### config.mk
export PLATFORM = sky130hd
export DESIGN_NAME = regfile_wb_arbiter_flat
export DESIGN_NICKNAME = d
export VERILOG_FILES = /design/src/rtl/regfile_wb_arbiter_if.sv /design/src/rtl/regfile_wb_arbiter.sv /design/src/flat_wrapper.sv
export SDC_FILE = /design/constraint.sdc
export NUM_CORES = 1
export LEC_CHECK = 0
export ABC_CLOCK_PERIOD_IN_PS = 2900
export CAP_MARGIN = 20
export CORE_UTILIZATION = 37
export DETAILED_ROUTE_END_ITERATION = 8
export PLACE_DENSITY = 0.8
export SLEW_MARGIN = 30
export SYNTH_ARGS = -nofsm -noshare
export SYNTH_HDL_FRONTEND = slang
export SYNTH_SLANG_ARGS = --single-unit
### constraint.sdc
create_clock -name clk -period 2.9 [get_ports clk]
set_clock_uncertainty 0.2 [all_clocks]
set_input_delay 0.87 -clock clk [delete_from_list [all_inputs] [get_ports clk]]
set_output_delay 0.87 -clock clk [all_outputs]
set_load 0.01 [all_outputs]
### src/rtl/regfile_wb_arbiter_if.sv
// Register-file writeback arbiter bus.
//
// Groups the two writeback request channels, the registered write port that
// drives the register file, and the arbiter status signals.
//
// Handshake (both sources): a request transfers on a rising clk edge where
// v && rdy. Once v is raised, the source must hold v/rd/wd stable until that
// edge. rdy is combinational. It never depends on the same source's wd.
// A request to x0 (rd == 0) is accepted immediately and writes nothing.
//
//   v0/rd0/wd0/rdy0   source 0 (pipeline WB stage) request channel
//   v1/rd1/wd1/rdy1   source 1 (long-latency unit) request channel
//   RegWrite/A3/WD3   registered register-file write port
//   wsrc              source of the current registered write (0 or 1)
//   starved           source 1 has been denied STARVE_LIMIT cycles in a row
//   starve_cnt        starvation counter value (debug visibility)
interface regfile_wb_arbiter_if #(
    parameter int XLEN = 32
);
    logic            v0;
    logic [4:0]      rd0;
    logic [XLEN-1:0] wd0;
    logic            rdy0;
    logic            v1;
    logic [4:0]      rd1;
    logic [XLEN-1:0] wd1;
    logic            rdy1;
    logic            RegWrite;
    logic [4:0]      A3;
    logic [XLEN-1:0] WD3;
    logic            wsrc;
    logic            starved;
    logic [3:0]      starve_cnt;

    // Requesters plus register file side.
    modport master (
        output v0, rd0, wd0, v1, rd1, wd1,
        input  rdy0, rdy1, RegWrite, A3, WD3, wsrc, starved, starve_cnt
    );

    // Arbiter side.
    modport slave (
        input  v0, rd0, wd0, v1, rd1, wd1,
        output rdy0, rdy1, RegWrite, A3, WD3, wsrc, starved, starve_cnt
    );
endinterface

### src/rtl/regfile_wb_arbiter.sv
// Register-file writeback arbiter.
//
// Shares the single register-file write port between the pipeline WB stage
// (source 0, fixed priority) and a long-latency unit (source 1). Source 1 is
// forced through after it has lost STARVE_LIMIT consecutive cycles. The write
// port is registered: a request accepted at edge N appears on RegWrite/A3/WD3
// during cycle N+1 and the register file commits it at edge N+1.
//
// Ports:
//   clk   clock
//   rst   asynchronous, active-high reset
//   bus   regfile_wb_arbiter_if.slave (request channels, write port, status)
//
// Parameters:
//   XLEN          write data width
//   STARVE_LIMIT  denied cycles tolerated before source 1 is forced (1..15)
module regfile_wb_arbiter #(
    parameter int XLEN         = 32,
    parameter int STARVE_LIMIT = 4
) (
    input  logic                 clk,
    input  logic                 rst,
    regfile_wb_arbiter_if.slave  bus
);

    localparam logic [3:0] LIMIT = 4'(STARVE_LIMIT);

    logic            real0;
    logic            real1;
    logic            force1;
    logic            g0;
    logic            g1;
    logic [3:0]      starve_cnt_q;
    logic            regwrite_q;
    logic [4:0]      a3_q;
    logic [XLEN-1:0] wd3_q;
    logic            wsrc_q;

    // Only requests to a non-zero register compete for the port; x0 requests
    // are absorbed so they can never hold up the other source.
    assign real0  = bus.v0 && (bus.rd0 != 5'd0);
    assign real1  = bus.v1 && (bus.rd1 != 5'd0);

    // Counter at the limit means source 1 has already lost STARVE_LIMIT
    // cycles, so this cycle is the (STARVE_LIMIT+1)-th and it wins.
    assign force1 = (starve_cnt_q == LIMIT) && real1;
    assign g1     = real1 && (!real0 || force1);
    assign g0     = real0 && !force1;

    always_comb begin
        bus.rdy0       = (bus.v0 && (bus.rd0 == 5'd0)) || g0;
        bus.rdy1       = (bus.v1 && (bus.rd1 == 5'd0)) || g1;
        bus.starved    = (starve_cnt_q == LIMIT);
        bus.starve_cnt = starve_cnt_q;
        bus.RegWrite   = regwrite_q;
        bus.A3         = a3_q;
        bus.WD3        = wd3_q;
        bus.wsrc       = wsrc_q;
    end

    // Starvation counter: counts consecutive denied cycles of a real
    // source-1 request; any grant or absent request restarts it.
    always_ff @(posedge clk or posedge rst) begin
        if (rst) begin
            starve_cnt_q <= 4'd0;
        end else if (real1 && !g1) begin
            if (starve_cnt_q != LIMIT) begin
                starve_cnt_q <= starve_cnt_q + 4'd1;
            end
        end else begin
            starve_cnt_q <= 4'd0;
        end
    end

    // Registered write port. Reset drops any write not yet committed.
    // A3/WD3 keep their last value when nothing is granted.
    always_ff @(posedge clk or posedge rst) begin
        if (rst) begin
            regwrite_q <= 1'b0;
            a3_q       <= 5'd0;
            wd3_q      <= '0;
            wsrc_q     <= 1'b0;
        end else begin
            regwrite_q <= g0 | g1;
            wsrc_q     <= g1;
            if (g1) begin
                a3_q  <= bus.rd1;
                wd3_q <= bus.wd1;
            end else if (g0) begin
                a3_q  <= bus.rd0;
                wd3_q <= bus.wd0;
            end
        end
    end

endmodule

### src/flat_wrapper.sv
// flat-port wrapper written by rule: the top's interface ports become plain ports
module regfile_wb_arbiter_flat 
#(
    parameter int XLEN         = 32,
    parameter int STARVE_LIMIT = 4
)
  (clk, rst, bus_v0, bus_rd0, bus_wd0, bus_v1, bus_rd1, bus_wd1, bus_rdy0, bus_rdy1, bus_RegWrite, bus_A3, bus_WD3, bus_wsrc, bus_starved, bus_starve_cnt);
  regfile_wb_arbiter_if #(.XLEN(XLEN)) bus_i ();
  input  logic clk;
  input  logic rst;
  input wire logic [$bits(bus_i.v0)-1:0] bus_v0;
  input wire logic [$bits(bus_i.rd0)-1:0] bus_rd0;
  input wire logic [$bits(bus_i.wd0)-1:0] bus_wd0;
  input wire logic [$bits(bus_i.v1)-1:0] bus_v1;
  input wire logic [$bits(bus_i.rd1)-1:0] bus_rd1;
  input wire logic [$bits(bus_i.wd1)-1:0] bus_wd1;
  output wire logic [$bits(bus_i.rdy0)-1:0] bus_rdy0;
  output wire logic [$bits(bus_i.rdy1)-1:0] bus_rdy1;
  output wire logic [$bits(bus_i.RegWrite)-1:0] bus_RegWrite;
  output wire logic [$bits(bus_i.A3)-1:0] bus_A3;
  output wire logic [$bits(bus_i.WD3)-1:0] bus_WD3;
  output wire logic [$bits(bus_i.wsrc)-1:0] bus_wsrc;
  output wire logic [$bits(bus_i.starved)-1:0] bus_starved;
  output wire logic [$bits(bus_i.starve_cnt)-1:0] bus_starve_cnt;
  assign bus_i.v0 = bus_v0;
  assign bus_i.rd0 = bus_rd0;
  assign bus_i.wd0 = bus_wd0;
  assign bus_i.v1 = bus_v1;
  assign bus_i.rd1 = bus_rd1;
  assign bus_i.wd1 = bus_wd1;
  assign bus_rdy0 = bus_i.rdy0;
  assign bus_rdy1 = bus_i.rdy1;
  assign bus_RegWrite = bus_i.RegWrite;
  assign bus_A3 = bus_i.A3;
  assign bus_WD3 = bus_i.WD3;
  assign bus_wsrc = bus_i.wsrc;
  assign bus_starved = bus_i.starved;
  assign bus_starve_cnt = bus_i.starve_cnt;
  regfile_wb_arbiter #(.XLEN(XLEN), .STARVE_LIMIT(STARVE_LIMIT)) u_core (.clk(clk), .rst(rst), .bus(bus_i));
endmodule
After elaboration in Yosys (flattened, before gate mapping)
Index checks and enable logic that the tools add are counted.
{ "totals": {"elab_cells": 35, "latch_bits": 0, "mem_count": 0, "ramBits": 0, "out_inout_bits": 46, "input_bits": 78, "regBits": 43, "mem_bits_ro": 0} }
{ "op_classes": {"multipliers": 0, "bitwise_logic": 1, "n_shift": 0, "reduce_logical": 19, "div": 0, "n_mux": 6, "n_lt_le_gt_ge": 0, "n_eq_ne": 3, "n_addsub": 1} }
{ "op_table": {"columns": ["op", "count"], "rows": [
  ["$mux 32", 2],
  ["$logic_not 5->1", 2],
  ["$mux 5", 2],
  ["$reduce_bool 5->1", 2],
  ["$logic_and 1x1->1", 8],
  ["$mux 4", 2],
  ["$add 4x1->4 const B", 1],
  ["$eq 4x3->1 const B", 1],
  ["$ne 4x3->1 const B", 1],
  ["$logic_not 1->1", 3],
  ["$logic_or 1x1->1", 3],
  ["$ne 2x2->1 const B", 1],
  ["$reduce_bool 2->1", 1],
  ["$or 1x1->1", 1]
]} }

Depth between registers and ports, before layout
{ "depth": {"depth_word": 8, "depth_mapped": 8, "ltp_nobuf": 6} }

Worst setup path before layout
OpenSTA, ideal clock, no wires.
{ "synth_timing": {"path_kind": "input port to output port", "startpoint": "in bus_rd1[4]", "endpoint": "out bus_rdy0", "required_ps": 1830, "slack_ps": 83, "path_stages": 5, "t_arrival_ps": 1747, "n_path_buf": 2, "path_cell_list": "nor3_1 > a21boi_1 > buf_4 > buf_2 > a21oi_1"} }
{ "synth_via": {"elab_chain_cells": 6} }
{ "synth_rtl": {"columns": ["element", "line_no", "rtl"], "rows": [
  ["start: declaration", "flat_wrapper.sv:15", "input wire logic [$bits(bus_i.rd1)-1:0] bus_rd1;"],
  ["$reduce_bool 5->1", "regfile_wb_arbiter.sv:42", "assign real1 = bus.v1 && (bus.rd1 != 5'd0);"],
  ["$logic_and 1x1->1", "regfile_wb_arbiter.sv:42", null],
  ["$logic_and 1x1->1", "regfile_wb_arbiter.sv:46", "assign force1 = (starve_cnt_q == LIMIT) && real1;"],
  ["$logic_not 1->1", "regfile_wb_arbiter.sv:48", "assign g0 = real0 && !force1;"],
  ["$logic_and 1x1->1", "regfile_wb_arbiter.sv:48", null],
  ["$logic_or 1x1->1", "regfile_wb_arbiter.sv:51", "bus.rdy0 = (bus.v0 && (bus.rd0 == 5'd0)) || g0;"],
  ["end: declaration", "flat_wrapper.sv:17", "output wire logic [$bits(bus_i.rdy0)-1:0] bus_rdy0;"]
]} }
Every way passes these cells.

Worst setup path in the final report
Same ends and word-level chain as after synthesis.

==> impl_metrics.csv <==
group,metric,value,unit
timing,max_freq,350,MHz
floorplanning,coreArea,5200,µm²
pwr,clock_power_share,25.4,%
logic_synthesis,yosysWarningCount,0,
critical_path,required,1830,ps
timing,fin_crit,2860,ps
cells_and_area,antennaDiodeCount,0,
critical_path,start_kind,"input port",
critical_path,crit_cells,6,
floorplanning,die-area,5770,µm²
grt,antenna_found_initial,0,
logic_synthesis,synth_area,2030,µm²
detailed_routing,wl,6140,µm
logic_synthesis,ys_ff_latch,43,
clock_tree,cts_max_level,2,
placed_design,port_buffers,123,
detailed_routing,vias,1997,
clock_tree,ctsHoldBuffers,0,
logic_synthesis,postSynth.asyncResetShare,100,%
detailed_routing,vias_per_cell,5.33,
timing,worst_pin_slew,407,ps
placed_design,hpwl,4440,µm
critical_path,critical_path_class,"input port to output port",
clock_tree,clk_pin_slew_worst_paths,80,ps
grt,grt_pass1_vias,2121,
cells_and_area,fillers,441,
grt,grt_max_degree,38,
logic_synthesis,synthCells,170,
pwr,p_int,0.00111,W
pwr,seq_power_share,46.5,%
critical_path,crit_chain,"dlygate4sd2_1 > nor3_2 > buf_4 > a21boi_4 > a21oi_2 > buf_2",
logic_synthesis,synth_edf_count,0,
detailed_routing,routedWlPerCell,16.4,µm
critical_path,ff2ff_path_depth,7,
pwr,netSwitchingFraction,25.3,%
logic_synthesis,ys.flop_type,"dfrtp_1",
detailed_routing,ant_nets,0,
cells_and_area,nNetsFinal,385,
timing,hold_violations,0,
floorplanning,io_pins,124,
cells_and_area,layout-drive-gt1-share,13.8,%
timing,hold_ws,319,ps
pwr,leakagePower,1.48,nW
cells_and_area,area_delta_synth_final,74.2,%
logic_synthesis,synth-seq-area-share,53.1,%
timing,setup_violations,0,
clock_tree,clk-insertion-delay-late,280,ps
grt,grt_use_total,22.1,%
grt,grt_pass1_wl,10200,µm
timing,drv_slew,0,
grt,grt_overflow,0,
floorplanning,die_w,76.0,µm
floorplanning,start_util,38.9,%
logic_synthesis,ys_top_cells_by_count,"dfrtp_1, a221o_1, nor3b_1",
logic_synthesis,syn_avg_cell_area,11.9,µm²
run_status,outcome,"complete, no violations",
detailed_routing,drtIter0Drc,61,
critical_path,path_buf_inv,3,
grt,met3_usage,3.95,%
critical_path,r2r_start,"u_core.bus.starve_cnt[0]$_DFFE_PP0P_",
grt,met2_usage,39.3,%
flow_run,maxCapViolations,0,
clock_tree,cts.sinks,43,
critical_path,max_stage_delay,250,ps
critical_path,crit_path_end,"bus_rdy0",
clock_tree,numCtsBuffers,5,
critical_path,crit_slowest_cell,"dlygate4sd2_1",
pwr,switching_power,0.000376,W
grt,grt_use_met1,27.3,%
timing,fin_crit_sh,98.6,%
cells_and_area,finalCoreUtilization,67.8,%
floorplanning,die_y,76.0,µm
clock_tree,cts_root_buf,"clkbuf_8",
logic_synthesis,synth_cell_type_count,26,
placed_design,routabilityCongestion,0.799,
logic_synthesis,synth_top_cell_by_area,"dfrtp_1",
logic_synthesis,yosysTopAreaCellShare,53.1,%
critical_path,cp.arrival,1790,ps
critical_path,critical_path.endpoint_type,"output port",
critical_path,cp-startpoint,"bus_rd1[4]",
detailed_routing,drc,0,
logic_synthesis,synth_most_common_cell,"dfrtp_1",
hold_path,min_path_type,"flip-flop to flip-flop",
grt,busiest_layer,"met2",
critical_path,cp_max_fo,2,
pwr,peakVddDrop,0.238,mV
clock_tree,cts_tree,"built",
critical_path,critical_path.top_delay_family,"buffers and inverters",
detailed_routing,first_pass_iters,4,
logic_synthesis,syn_nets,250,
clock_tree,cts_max_path_buffers,2,
floorplanning,row_count,26,
pwr,p_comb_share,28.1,%
critical_path,rrSetupSlack,690,ps
logic_synthesis,synthTopCellsByArea,"dfrtp_1, a221o_1, nor3b_1",
timing,slew_headroom,72.9,%
critical_path,rr_endpoint,"u_core.bus.WD3[18]$_DFFE_PP0P_",
pwr,power_density,421,nW/µm²
-- power by group through the flow --
| stage | Combinational [W] | Clock [W] | Sequential (W) |
|---|---|---|---|
| after floorplan | 0.000121 | 0 | 0.000727 |
| after global routing | 0.000447 | 0.000414 | 0.000698 |
| final | 0.000417 | 0.000377 | 0.000690 |
| after CTS | 0.000420 | 0.000389 | 0.000690 |
| after global placement | 0.000416 | 0 | 0.000698 |
| after detailed placement | 0.000423 | 0 | 0.000700 |
-- registers in the layout, indices dropped and copies added, names as in the netlist --
signal and count:
u_core.bus.wsrc 1, u_core.bus.RegWrite 1, u_core.bus.WD3 32, u_core.bus.A3 5, u_core.bus.starve_cnt 4
-- worst min path at each step --
stage | startpoint | endpoint | cells after the start
3_5_place_dp | u_core.bus.WD3[4]$_DFFE_PP0P_ | u_core.bus.WD3[4]$_DFFE_PP0P_ | 1
2_1_floorplan | u_core.bus.starve_cnt[0]$_DFFE_PP0P_ | u_core.bus.starve_cnt[0]$_DFFE_PP0P_ | 1
6_report | u_core.bus.WD3[16]$_DFFE_PP0P_ | u_core.bus.WD3[16]$_DFFE_PP0P_ | 1
4_1_cts | u_core.bus.WD3[4]$_DFFE_PP0P_ | u_core.bus.WD3[4]$_DFFE_PP0P_ | 1
3_3_place_gp | u_core.bus.WD3[0]$_DFFE_PP0P_ | u_core.bus.WD3[0]$_DFFE_PP0P_ | 1
5_1_grt | u_core.bus.WD3[3]$_DFFE_PP0P_ | u_core.bus.WD3[3]$_DFFE_PP0P_ | 1
-- layout make-up --
class	instances	area, µm²	area share [%]
Multi-Input combinational cell	106	876	24.8
Inverter	6	22.5	0.638
Tap cell	70	87.6	2.48
Timing Repair Buffer	143	1380	39.1
Clock buffer	6	82.6	2.34
Clock inverter	1	5.00	0.142
Sequential cell	43	1080	30.5
-- routing by layer --
metal / vias to the layer above / share of wire [%] / wire, µm
li1: 929 / - / -
met1: 967 / 42 / 2590
met2: 86 / 50 / 3050
met3: 15 / 5.8 / 354
met4: 0 / 2.4 / 146
met5: - / 0 / 0
-- through the flow --
| step | instances | total power (W) | setup slack, ps | instance area, µm² | setup TNS [ps] |
|---|---|---|---|---|---|
| after floorplan | 170 | 0.000848 | 83.4 | 2030 | 0 |
| after global routing | 375 | 0.00156 | -6.17 | 3530 | -6.17 |
| after global placement | 366 | 0.00111 | -642 | 3430 | -1230 |
| after detailed placement | 366 | 0.00112 | -619 | 3430 | -1500 |
| after CTS | 375 | 0.00150 | 13.5 | 3530 | 0 |
| final | 375 | 0.00148 | 39.4 | 3530 | 0 |
-- logic make-up after synthesis --
kind of cell / share of synthesized area (%)
AOI/OAI and AO/OA: 20.9
xor gates and xnor gates: 0.865
adders and majority gates: 1.24
buffers and inverters: 5.81
DFF: 53.1
and+or+nand+nor: 18.1
-- layout by cell type, fill, tap and decap left out, types with 2 or more instances in the layout --
cell | Yosys | layout
clkdlybuf4s50_1 | 0 | 109
nand2_2 | 0 | 2
nor3_2 | 1 | 2
nor3b_1 | 32 | 32
nand2_1 | 7 | 5
buf_4 | 1 | 18
clkdlybuf4s15_1 | 0 | 2
dlygate4sd2_1 | 0 | 9
dfrtp_1 | 43 | 43
ha_1 | 2 | 2
clkbuf_8 | 0 | 6
inv_2 | 0 | 2
buf_12 | 0 | 2
a221o_1 | 37 | 37
inv_1 | 6 | 4
nand3_1 | 2 | 2
buf_2 | 4 | 2
nor2_1 | 11 | 10
a21boi_4 | 0 | 2
-- timing repair --
| item | CTS | global route |
|---|---|---|
| pin swaps | 7 | 4 |
| endpoints found under the hold margin | 0 | 0 |
| resized for setup | 27 | 6 |
| gates cloned | 0 | 0 |
| endpoints found under the setup margin | 2 | 2 |
| setup buffers | 2 | 0 |
Note: power is estimated with default switching activity, not from simulation.
